`src/rtl/nn_pkg.sv`:
```
// nn_pkg: shared types and constants for the fully connected
// layer sequencer and its MAC/accumulator datapath.
package nn_pkg;

  localparam int DW_D         = 16;
  localparam int ACCW_D       = 32;
  localparam int LUT_AW_D     = 8;
  localparam int BIAS_ALIGN   = 8;
  localparam int IDX_SHIFT    = 16;

  typedef enum logic [2:0] {
    S_IDLE,
    S_MAC,
    S_BIAS,
    S_ADD,
    S_ACT,
    S_CAPT,
    S_EMIT,
    S_DONE
  } state_e;

  function automatic int clog2(input int v);
    int r;
    r = 0;
    while ((1 << r) < v) r++;
    return (r < 1) ? 1 : r;
  endfunction

endpackage

```
`src/rtl/nn_mac_acc.sv`:
```
// nn_mac_acc: signed MAC with one-cycle data alignment, bias add
// and accumulator-to-sigmoid-index clamp.
module nn_mac_acc
  import nn_pkg::*;
#(
  parameter int DW         = DW_D,
  parameter int ACCW       = ACCW_D,
  parameter int LUT_AW     = LUT_AW_D,
  parameter int SHIFT      = IDX_SHIFT,
  parameter int ALIGN      = BIAS_ALIGN
) (
  input  logic              clk,
  input  logic              reset,
  input  logic              mac_en_i,
  input  logic              add_en_i,
  input  logic              clr_i,
  input  logic [DW-1:0]     a_i,
  input  logic [DW-1:0]     b_i,
  input  logic [DW-1:0]     bias_i,
  output logic [LUT_AW-1:0] idx_o
);

  localparam int LIM = 2 ** (LUT_AW - 1);
  localparam logic signed [ACCW-1:0] TMAX = ACCW'(LIM - 1);
  localparam logic signed [ACCW-1:0] TMIN = ACCW'(-LIM);

  logic                   mac_vld_q;
  logic signed [ACCW-1:0] acc_q;
  logic signed [ACCW-1:0] acc_d;
  logic signed [2*DW-1:0] prod;
  logic signed [ACCW-1:0] bias_al;
  logic signed [ACCW-1:0] t;

  assign prod    = $signed(a_i) * $signed(b_i);
  assign bias_al = ACCW'($signed(bias_i)) <<< ALIGN;

  // Memory data lags its address by a cycle, so MAC enables
  // are delayed one cycle before accumulating.
  always_comb begin
    acc_d = acc_q;
    if (clr_i)
      acc_d = '0;
    else if (mac_vld_q)
      acc_d = acc_q + ACCW'(prod);
    else if (add_en_i)
      acc_d = acc_q + bias_al;
  end

  always_ff @(posedge clk or posedge reset) begin
    if (reset) begin
      mac_vld_q <= 1'b0;
      acc_q     <= '0;
    end else begin
      mac_vld_q <= mac_en_i;
      acc_q     <= acc_d;
    end
  end

  assign t = acc_q >>> SHIFT;

  always_comb begin
    idx_o = '0;
    if (t > TMAX)
      idx_o = '1;
    else if (t < TMIN)
      idx_o = '0;
    else
      idx_o = {~t[LUT_AW-1], t[LUT_AW-2:0]};
  end

endmodule

```
`src/rtl/nn_layer_sequencer.sv`:
```
// nn_layer_sequencer: steps one shared MAC through a fully
// connected layer and streams activations over valid/ready.
module nn_layer_sequencer
  import nn_pkg::*;
#(
  parameter int N_IN      = 10,
  parameter int N_OUT     = 10,
  parameter int DW        = DW_D,
  parameter int ACCW      = ACCW_D,
  parameter int LUT_AW    = LUT_AW_D,
  parameter int IDX_SHIFT = nn_pkg::IDX_SHIFT
) (
  input  logic                           clk,
  input  logic                           reset,
  input  logic                           start_i,
  output logic                           busy_o,
  output logic                           done_o,
  output logic [clog2(N_IN)-1:0]         in_addr_o,
  input  logic [DW-1:0]                  in_data_i,
  output logic [clog2(N_IN*N_OUT)-1:0]   w_addr_o,
  input  logic [DW-1:0]                  w_data_i,
  output logic [clog2(N_OUT)-1:0]        b_addr_o,
  input  logic [DW-1:0]                  b_data_i,
  output logic [LUT_AW-1:0]              lut_addr_o,
  input  logic [DW-1:0]                  lut_data_i,
  output logic                           out_valid_o,
  input  logic                           out_ready_i,
  output logic [clog2(N_OUT)-1:0]        out_idx_o,
  output logic [DW-1:0]                  out_data_o
);

  localparam int IW = clog2(N_IN);
  localparam int WW = clog2(N_IN * N_OUT);
  localparam int OW = clog2(N_OUT);

  state_e            state_q, state_d;
  logic [IW-1:0]     j_q, j_d;
  logic [OW-1:0]     i_q, i_d;
  logic              busy_q, busy_d;
  logic              done_q, done_d;
  logic              vld_q, vld_d;
  logic [IW-1:0]     in_addr_q, in_addr_d;
  logic [WW-1:0]     w_addr_q, w_addr_d;
  logic [OW-1:0]     b_addr_q, b_addr_d;
  logic [LUT_AW-1:0] lut_q, lut_d;
  logic [OW-1:0]     oidx_q, oidx_d;
  logic [DW-1:0]     odata_q, odata_d;
  logic              acc_clr;
  logic [LUT_AW-1:0] lut_idx;

  function automatic logic [WW-1:0] waddr(
    input logic [OW-1:0] i,
    input logic [IW-1:0] j
  );
    return WW'(int'(i) * N_IN + int'(j));
  endfunction

  always_comb begin
    state_d   = state_q;
    i_d       = i_q;
    j_d       = j_q;
    busy_d    = busy_q;
    done_d    = 1'b0;
    vld_d     = vld_q;
    in_addr_d = in_addr_q;
    w_addr_d  = w_addr_q;
    b_addr_d  = b_addr_q;
    lut_d     = lut_q;
    oidx_d    = oidx_q;
    odata_d   = odata_q;
    acc_clr   = 1'b0;
    unique case (state_q)
      S_IDLE: if (start_i) begin
        state_d   = S_MAC;
        i_d       = '0;
        j_d       = '0;
        busy_d    = 1'b1;
        acc_clr   = 1'b1;
        in_addr_d = '0;
        w_addr_d  = waddr('0, '0);
      end
      S_MAC: if (j_q == IW'(N_IN - 1)) begin
        state_d  = S_BIAS;
        b_addr_d = i_q;
      end else begin
        j_d       = j_q + 1'b1;
        in_addr_d = j_q + 1'b1;
        w_addr_d  = waddr(i_q, j_q + 1'b1);
      end
      S_BIAS: state_d = S_ADD;
      S_ADD:  state_d = S_ACT;
      S_ACT: begin
        state_d = S_CAPT;
        lut_d   = lut_idx;
      end
      S_CAPT: begin
        state_d = S_EMIT;
        vld_d   = 1'b1;
        odata_d = lut_data_i;
        oidx_d  = i_q;
      end
      S_EMIT: if (out_ready_i) begin
        vld_d   = 1'b0;
        acc_clr = 1'b1;
        if (i_q == OW'(N_OUT - 1)) begin
          state_d = S_DONE;
          done_d  = 1'b1;
        end else begin
          state_d   = S_MAC;
          i_d       = i_q + 1'b1;
          j_d       = '0;
          in_addr_d = '0;
          w_addr_d  = waddr(i_q + 1'b1, '0);
        end
      end
      S_DONE: begin
        state_d = S_IDLE;
        busy_d  = 1'b0;
      end
      default: state_d = S_IDLE;
    endcase
  end

  always_ff @(posedge clk or posedge reset) begin
    if (reset) begin
      state_q   <= S_IDLE;
      i_q       <= '0;
      j_q       <= '0;
      busy_q    <= 1'b0;
      done_q    <= 1'b0;
      vld_q     <= 1'b0;
      in_addr_q <= '0;
      w_addr_q  <= '0;
      b_addr_q  <= '0;
      lut_q     <= '0;
      oidx_q    <= '0;
      odata_q   <= '0;
    end else begin
      state_q   <= state_d;
      i_q       <= i_d;
      j_q       <= j_d;
      busy_q    <= busy_d;
      done_q    <= done_d;
      vld_q     <= vld_d;
      in_addr_q <= in_addr_d;
      w_addr_q  <= w_addr_d;
      b_addr_q  <= b_addr_d;
      lut_q     <= lut_d;
      oidx_q    <= oidx_d;
      odata_q   <= odata_d;
    end
  end

  nn_mac_acc #(
    .DW     (DW),
    .ACCW   (ACCW),
    .LUT_AW (LUT_AW),
    .SHIFT  (IDX_SHIFT),
    .ALIGN  (BIAS_ALIGN)
  ) u_mac (
    .clk      (clk),
    .reset    (reset),
    .mac_en_i (state_q == S_MAC),
    .add_en_i (state_q == S_ADD),
    .clr_i    (acc_clr),
    .a_i      (in_data_i),
    .b_i      (w_data_i),
    .bias_i   (b_data_i),
    .idx_o    (lut_idx)
  );

  // The LUT index is presented during ACT so its data lands in CAPT.
  assign lut_addr_o  = (state_q == S_ACT) ? lut_idx : lut_q;
  assign busy_o      = busy_q;
  assign done_o      = done_q;
  assign in_addr_o   = in_addr_q;
  assign w_addr_o    = w_addr_q;
  assign b_addr_o    = b_addr_q;
  assign out_valid_o = vld_q;
  assign out_idx_o   = oidx_q;
  assign out_data_o  = odata_q;

endmodule

```
`config.mk`:
```
export PLATFORM = sky130hd
export DESIGN_NAME = nn_layer_sequencer
export DESIGN_NICKNAME = d
export VERILOG_FILES = /design/src/rtl/nn_pkg.sv /design/src/rtl/nn_mac_acc.sv /design/src/rtl/nn_layer_sequencer.sv
export SDC_FILE = /design/constraint.sdc
export NUM_CORES = 1
export LEC_CHECK = 0
export ABC_AREA = 1
export CAP_MARGIN = 20
export CORE_MARGIN = 10
export CORE_UTILIZATION = 35
export DETAILED_ROUTE_END_ITERATION = 10
export HOLD_SLACK_MARGIN = 0.03
export MAX_ROUTING_LAYER = met4
export PLACE_DENSITY = 0.64
export SLEW_MARGIN = 10
export SYNTH_ARGS = -nofsm -noshare
export SYNTH_HDL_FRONTEND = slang
export SYNTH_SLANG_ARGS = --single-unit
```
`constraint.sdc`:
```
create_clock -name clk -period 8.19 [get_ports clk]
set_input_delay 1.638 -clock clk [delete_from_list [all_inputs] [get_ports clk]]
set_output_delay 1.638 -clock clk [all_outputs]
set_load 0.01 [all_outputs]
```
* Yosys cells after proc, flatten, opt, wreduce, memory -nomap -nowiden *
Index checks and enable logic that the tools add are counted.

storage, ports and cells
  logic and storage cells = 84
  output and inout bits = 46
  flip-flop bits (word level) = 86
  input bits = 68

cells by class
  reductions and logical operators = 12
  equal/unequal tests = 14
  add/sub/neg operators = 5
  $mul = 3
  bitwise gates (word level) = 1
  mux-type cells = 34
  order comparisons = 2

operators with widths
  kind                                                                               number
  32-bit 2-to-1 mux                                                                  3
  32-bit by 24-bit adder with 32-bit output                                          1
  32-bit adder                                                                       1
  16-bit by 16-bit multiplier with 32-bit output                                     1
  7-bit 2-to-1 mux                                                                   4
  4-bit 2-to-1 mux                                                                   6
  8-bit 2-to-1 mux                                                                   3
  3-bit one-hot mux with 8 select lines                                              1
  7-bit one-hot mux with 3 select lines                                              1
  16-bit by 8-bit greater-than comparator with 1-bit output (second input constant)  1
  16-bit by 8-bit less-than comparator with 1-bit output (second input constant)     1
  3-bit == test (second input constant)                                              4
  4-bit by 3-bit multiplier with 6-bit output (second input constant)                2
  3-bit 2-to-1 mux                                                                   4
  4-bit one-hot mux with 3 select lines                                              1
  2-bit inequality test (second input constant)                                      5
  4-bit by 1-bit adder with 4-bit output (second input constant)                     2
  4-bit == test (second input constant)                                              2
  4-bit one-hot mux with 2 select lines                                              1
  7-bit by 4-bit adder with 7-bit output                                             1
  1-bit 2-to-1 mux                                                                   7
  3-bit by 2-bit == test with 1-bit output (second input constant)                   2
  1-bit one-hot mux with 2 select lines                                              3
  2-bit AND reduction                                                                3
  other kinds (8)                                                                    11

* Logic depth before layout (Yosys ltp) *
  word-level depth = 5
  depth in mapped cells = 31
  gate-level depth less buffers = 29

* Cells and area by module *
From an unflattened synthesis, not the netlist that was laid out.

second synthesis, totals
  cell total of the unflattened synthesis = 2338
  area total of the unflattened synthesis = 17660.7 um^2

by module, submodules not included
  module              sequential area each (um^2)  instances  cells each  area each (um^2)
  nn_mac_acc          825.8                        1          2074        15025.7
  nn_layer_sequencer  1326.3                       1          264         2635.0

* Least setup slack after synthesis *
OpenSTA, ideal clock, no wires.

  path kind = input to register
  start = input port in_data_i[15]
  end = register u_mac.acc_q[31]
  data arrival time = 6843 ps
  setup time = 116 ps
  path slack = 1231 ps
  stages on the path = 27
  data required time = 8074 ps
  buffers on the path = 1
  path through = clkbuf_1 > nand2_1 > inv_1 > fa_1 > inv_1 > fa_1 > inv_1 > fa_1 > inv_1 > fa_1 > inv_1 > fa_1 > inv_1 > fa_1 > inv_1 > ha_1 > nand2_1 > nor3_1 > nand2_1 > nor3_1 > nand2_1 > inv_1 > nor2_1 > nand3_1 > nand3_1 > nand2_1 > nand2_1

on the way
  word-level cells in the longest chain between the ends = 4

ends and longest elaborated chain
  element                                         line                      source
  start: declaration                              nn_layer_sequencer.sv:19  input logic [DW-1:0] in_data_i,
  16-bit by 16-bit multiplier with 32-bit output  nn_mac_acc.sv:34          assign prod = $signed(a_i) * $signed(b_i);
  32-bit adder                                    nn_mac_acc.sv:44          acc_d = acc_q + ACCW'(prod);
  32-bit 2-to-1 mux                               nn_mac_acc.sv:43          else if (mac_vld_q)
  32-bit 2-to-1 mux                               nn_mac_acc.sv:41          if (clr_i)
  end signal: assignment                          nn_mac_acc.sv:52          acc_q <= '0;
  end signal: assignment                          nn_mac_acc.sv:55          acc_q <= acc_d;
  end: declaration                                nn_mac_acc.sv:28          logic signed [ACCW-1:0] acc_q;

Every way passes these cells.
A chain may end at the register's enable or synchronous reset.

* Worst setup path in the final report *
  start = input port in_data_i[15]
  end = register u_mac.acc_q[23]

The elaborated chain is that of the path after synthesis.

==> flow_metrics.tcl <==
set metrics [dict create \
    syn_nets 2722 \
    critical_path_buf_inv_count 9 \
    cts_tree "done" \
    critPathMaxStageDelay_ns 0.64 \
    synth-edff-count 0 \
    coreArea_um2 47900 \
    hp-class "flop to flop" \
    holdPathStages 2 \
    fillers 4814 \
    grt_max_degree 47 \
    path_class "input pin to flop" \
    endpoint_kind "flop" \
    cts-root-buf "clkbuf_16" \
    cpLargestDelayFamily "adder cells" \
    slew_violations 0 \
    syn_avg_cell_area_um2 7.65 \
    ys_types 44 \
    cts.sinks 86 \
    num_rows 80 \
    critPathMaxFanout 12 \
    setup_viol 0 \
    fp.dieW_um 241 \
    htreeDepth 3 \
    cts_resized 0 \
    slowest_stage "clkdlybuf4s50_1" \
    portBuffers 113 \
    fmax_mhz 129 \
    syn_area_um2 17000 \
    synthToLayoutAreaGrowth_pct 13.6 \
    synth_top_area_share_pct 34.8 \
    ioPinCount 114 \
    drtPass1Iterations 5 \
    antenna_found_initial 4 \
    start_util_pct 35.5 \
    routed_wl_um 46500 \
    fp.dieArea_um2 57800 \
    period_share_pct 94.6 \
    path_clk_slew_ns 0.07 \
    path_depth 25 \
    maxSlewHeadroom_pct 28.8 \
    track_usage_pct 17.4 \
    clock_latency_ns 0.35 \
    hold_viol 0 \
    worstSetupStartpointType "input pin" \
    final.setup_skew_ns 0.00863 \
    required_ns 8.47 \
    arrival_ns 8.03 \
    synth.area.top_cells "fa_1 35%, inv_1 13%, dfrtp_1 13%" \
    cpMostUsedCell "inv_1" \
    post_cts_buffers 0 \
    grt_pass1_vias 15400 \
    dr.first_iter.drc_count 653 \
    synth_warnings 0 \
    synth_seq_cells 86 \
    cts_buffer_depth 2 \
    place.gp.congestion 0.934 \
    grt-ovfl-total 0 \
    layout.nets 2825 \
    fin_tns_setup_ns 0 \
    antenna_left 0 \
    ys_async_sr_fraction_pct 100 \
    cts_made_buffers 9 \
    hpwlAfterDp_um 41500 \
    fin_crit_ns 7.75 \
    drt_drc_violations_left 0 \
    yosys.cell_count.top_type "inv_1" \
    grt_first_pass_wirelength_um 78500 \
    die_h_um 241 \
    synth_top_flop_cell "dfrtp_1" \
    drive_gt1_share_pct 4.59 \
    cap_violations 0 \
    dr_total_vias 14000 \
    viasPerCell 4.75 \
    status "complete, no violations" \
    wl_per_cell_um 15.7 \
    ff2ff_path_depth 21 \
    hold_buffers 0 \
    synth_common_cells "591 x inv_1, 528 x nand2_1, 296 x fa_1, 134 x ha_1, 123 x nand3_1" \
    yosysTopAreaCell "fa_1" \
    seq_area_frac_synth_pct 12.6 \
    rsz0062_at_grt "false" \
    synth_cells 2224 \
    worst_slew_pin_slew_ns 1.07 \
]
[registers in the layout (all words and copies together) (netlist names)]
register,cells
u_mac.acc_q,32
out_data_o,16
lut_q,8
w_addr_o,7
b_addr_o,4
i_q,4
in_addr_o,4
out_idx_o,4
state_q,3
busy_o,1
done_o,1
out_valid_o,1
u_mac.mac_vld_q,1
[routing by layer]
metal	share of wire (%)	track usage, %
met1	44	20.8
met2	49	29.8
met3	4.6	2.74
met4	2.7	5.18
met5	0	-
[final cells by class]
class                   instances  area [um2]  area share, %
clock inverters                 5        66.3          0.343
repair buffers                162        1500           7.75
diodes                          4        10.0         0.0518
clock buffers                  11         243           1.26
well taps                     615         769           3.98
flip-flops and latches         86        2150           11.1
multi-input cells            1469       12300           63.9
inverters                     599        2250           11.6
[worst reg2reg max path, cell delays in order, from the launching register on]
cell and delay, ns:
dfrtp_1 0.38, inv_1 0.12, fa_1 0.52, inv_1 0.05, fa_1 0.41, fa_1 0.51, fa_1 0.56, inv_1 0.05
fa_1 0.47, inv_1 0.04, ha_1 0.36, a21oi_1 0.32, o21ai_0 0.23, nand2_1 0.10, nand2_1 0.11, inv_1 0.08
nand3_1 0.18, nand2_1 0.11, inv_1 0.04, o21ai_0 0.24, nand3_1 0.11, nand2_1 0.09
[logic make-up (layout without fill, tap and decap cells)]
family	after synthesis	after routing	synth area share, %
AOI/OAI and AO/OA	190	190	6.09
xor gates and xnor gates	18	18	0.926
adders and majority gates	430	430	44.7
buffers and inverters	669	777	14.8
DFF	86	86	12.6
muxes	16	16	1.06
other	0	4	0
and+or+nand+nor	815	815	19.8
[metrics by stage]
step	hold slack (ns)	setup slack, ns	util, %	std cells	instance area [um2]
detailed placement	0.468	0.124	39.7	2931	19000
CTS	0.486	0.436	40.3	2947	19300
floorplan	0.459	1.23	-	2224	17000
global route	0.502	0.0857	40.3	2951	19300
finish	0.477	0.441	40.3	2951	19300
global placement	0.458	0.102	39.7	2931	19000
[placed cells by master (no fill, tap or decap), types with 3 or more instances in the layout]
master / synthesis / layout
inv_1: 591 / 590
o21bai_1: 3 / 3
buf_4: 1 / 49
mux2_2: 16 / 16
nand4_1: 22 / 22
clkbuf_16: 0 / 9
nand2_1: 528 / 528
o21ai_1: 6 / 6
inv_2: 8 / 8
nand3_1: 123 / 123
a21o_1: 4 / 4
clkdlybuf4s50_1: 0 / 113
a31oi_1: 3 / 3
dfrtp_1: 86 / 86
xor2_1: 11 / 11
or2_2: 9 / 9
a21oi_1: 76 / 76
nand3b_1: 3 / 3
nor2_2: 3 / 3
o22ai_1: 4 / 4
diode_2: 0 / 4
o21ai_0: 76 / 76
nor3_1: 19 / 19
a22o_1: 5 / 5
o211ai_1: 3 / 3
xnor2_1: 7 / 7
fa_1: 296 / 296
ha_1: 134 / 134
nor2_1: 98 / 98
o21a_1: 3 / 3
[worst paths after layout]
path / from / end / slack [ns]
worst max-delay path: in_data_i[15] / u_mac.acc_q[23]$_DFFE_PP0N_ / 0.44
worst max register to register: u_mac.acc_q[15]$_DFFE_PP0N_ / u_mac.acc_q[23]$_DFFE_PP0N_ / 3.04
worst min-delay path: w_addr_o[0]$_DFFE_PP0P_ / w_addr_o[0]$_DFFE_PP0P_ / 0.48
max in group asynchronous: reset / busy_o$_DFFE_PP0P_ / 5.38
worst min register to register: w_addr_o[0]$_DFFE_PP0P_ / w_addr_o[0]$_DFFE_PP0P_ / 0.48
min in group asynchronous: reset / lut_q[1]$_DFF_PP0_ / 1.72
Power is left out: the tool's default activity adds up to more than one toggle a clock period on the data nets, which glitch-free logic cannot reach.
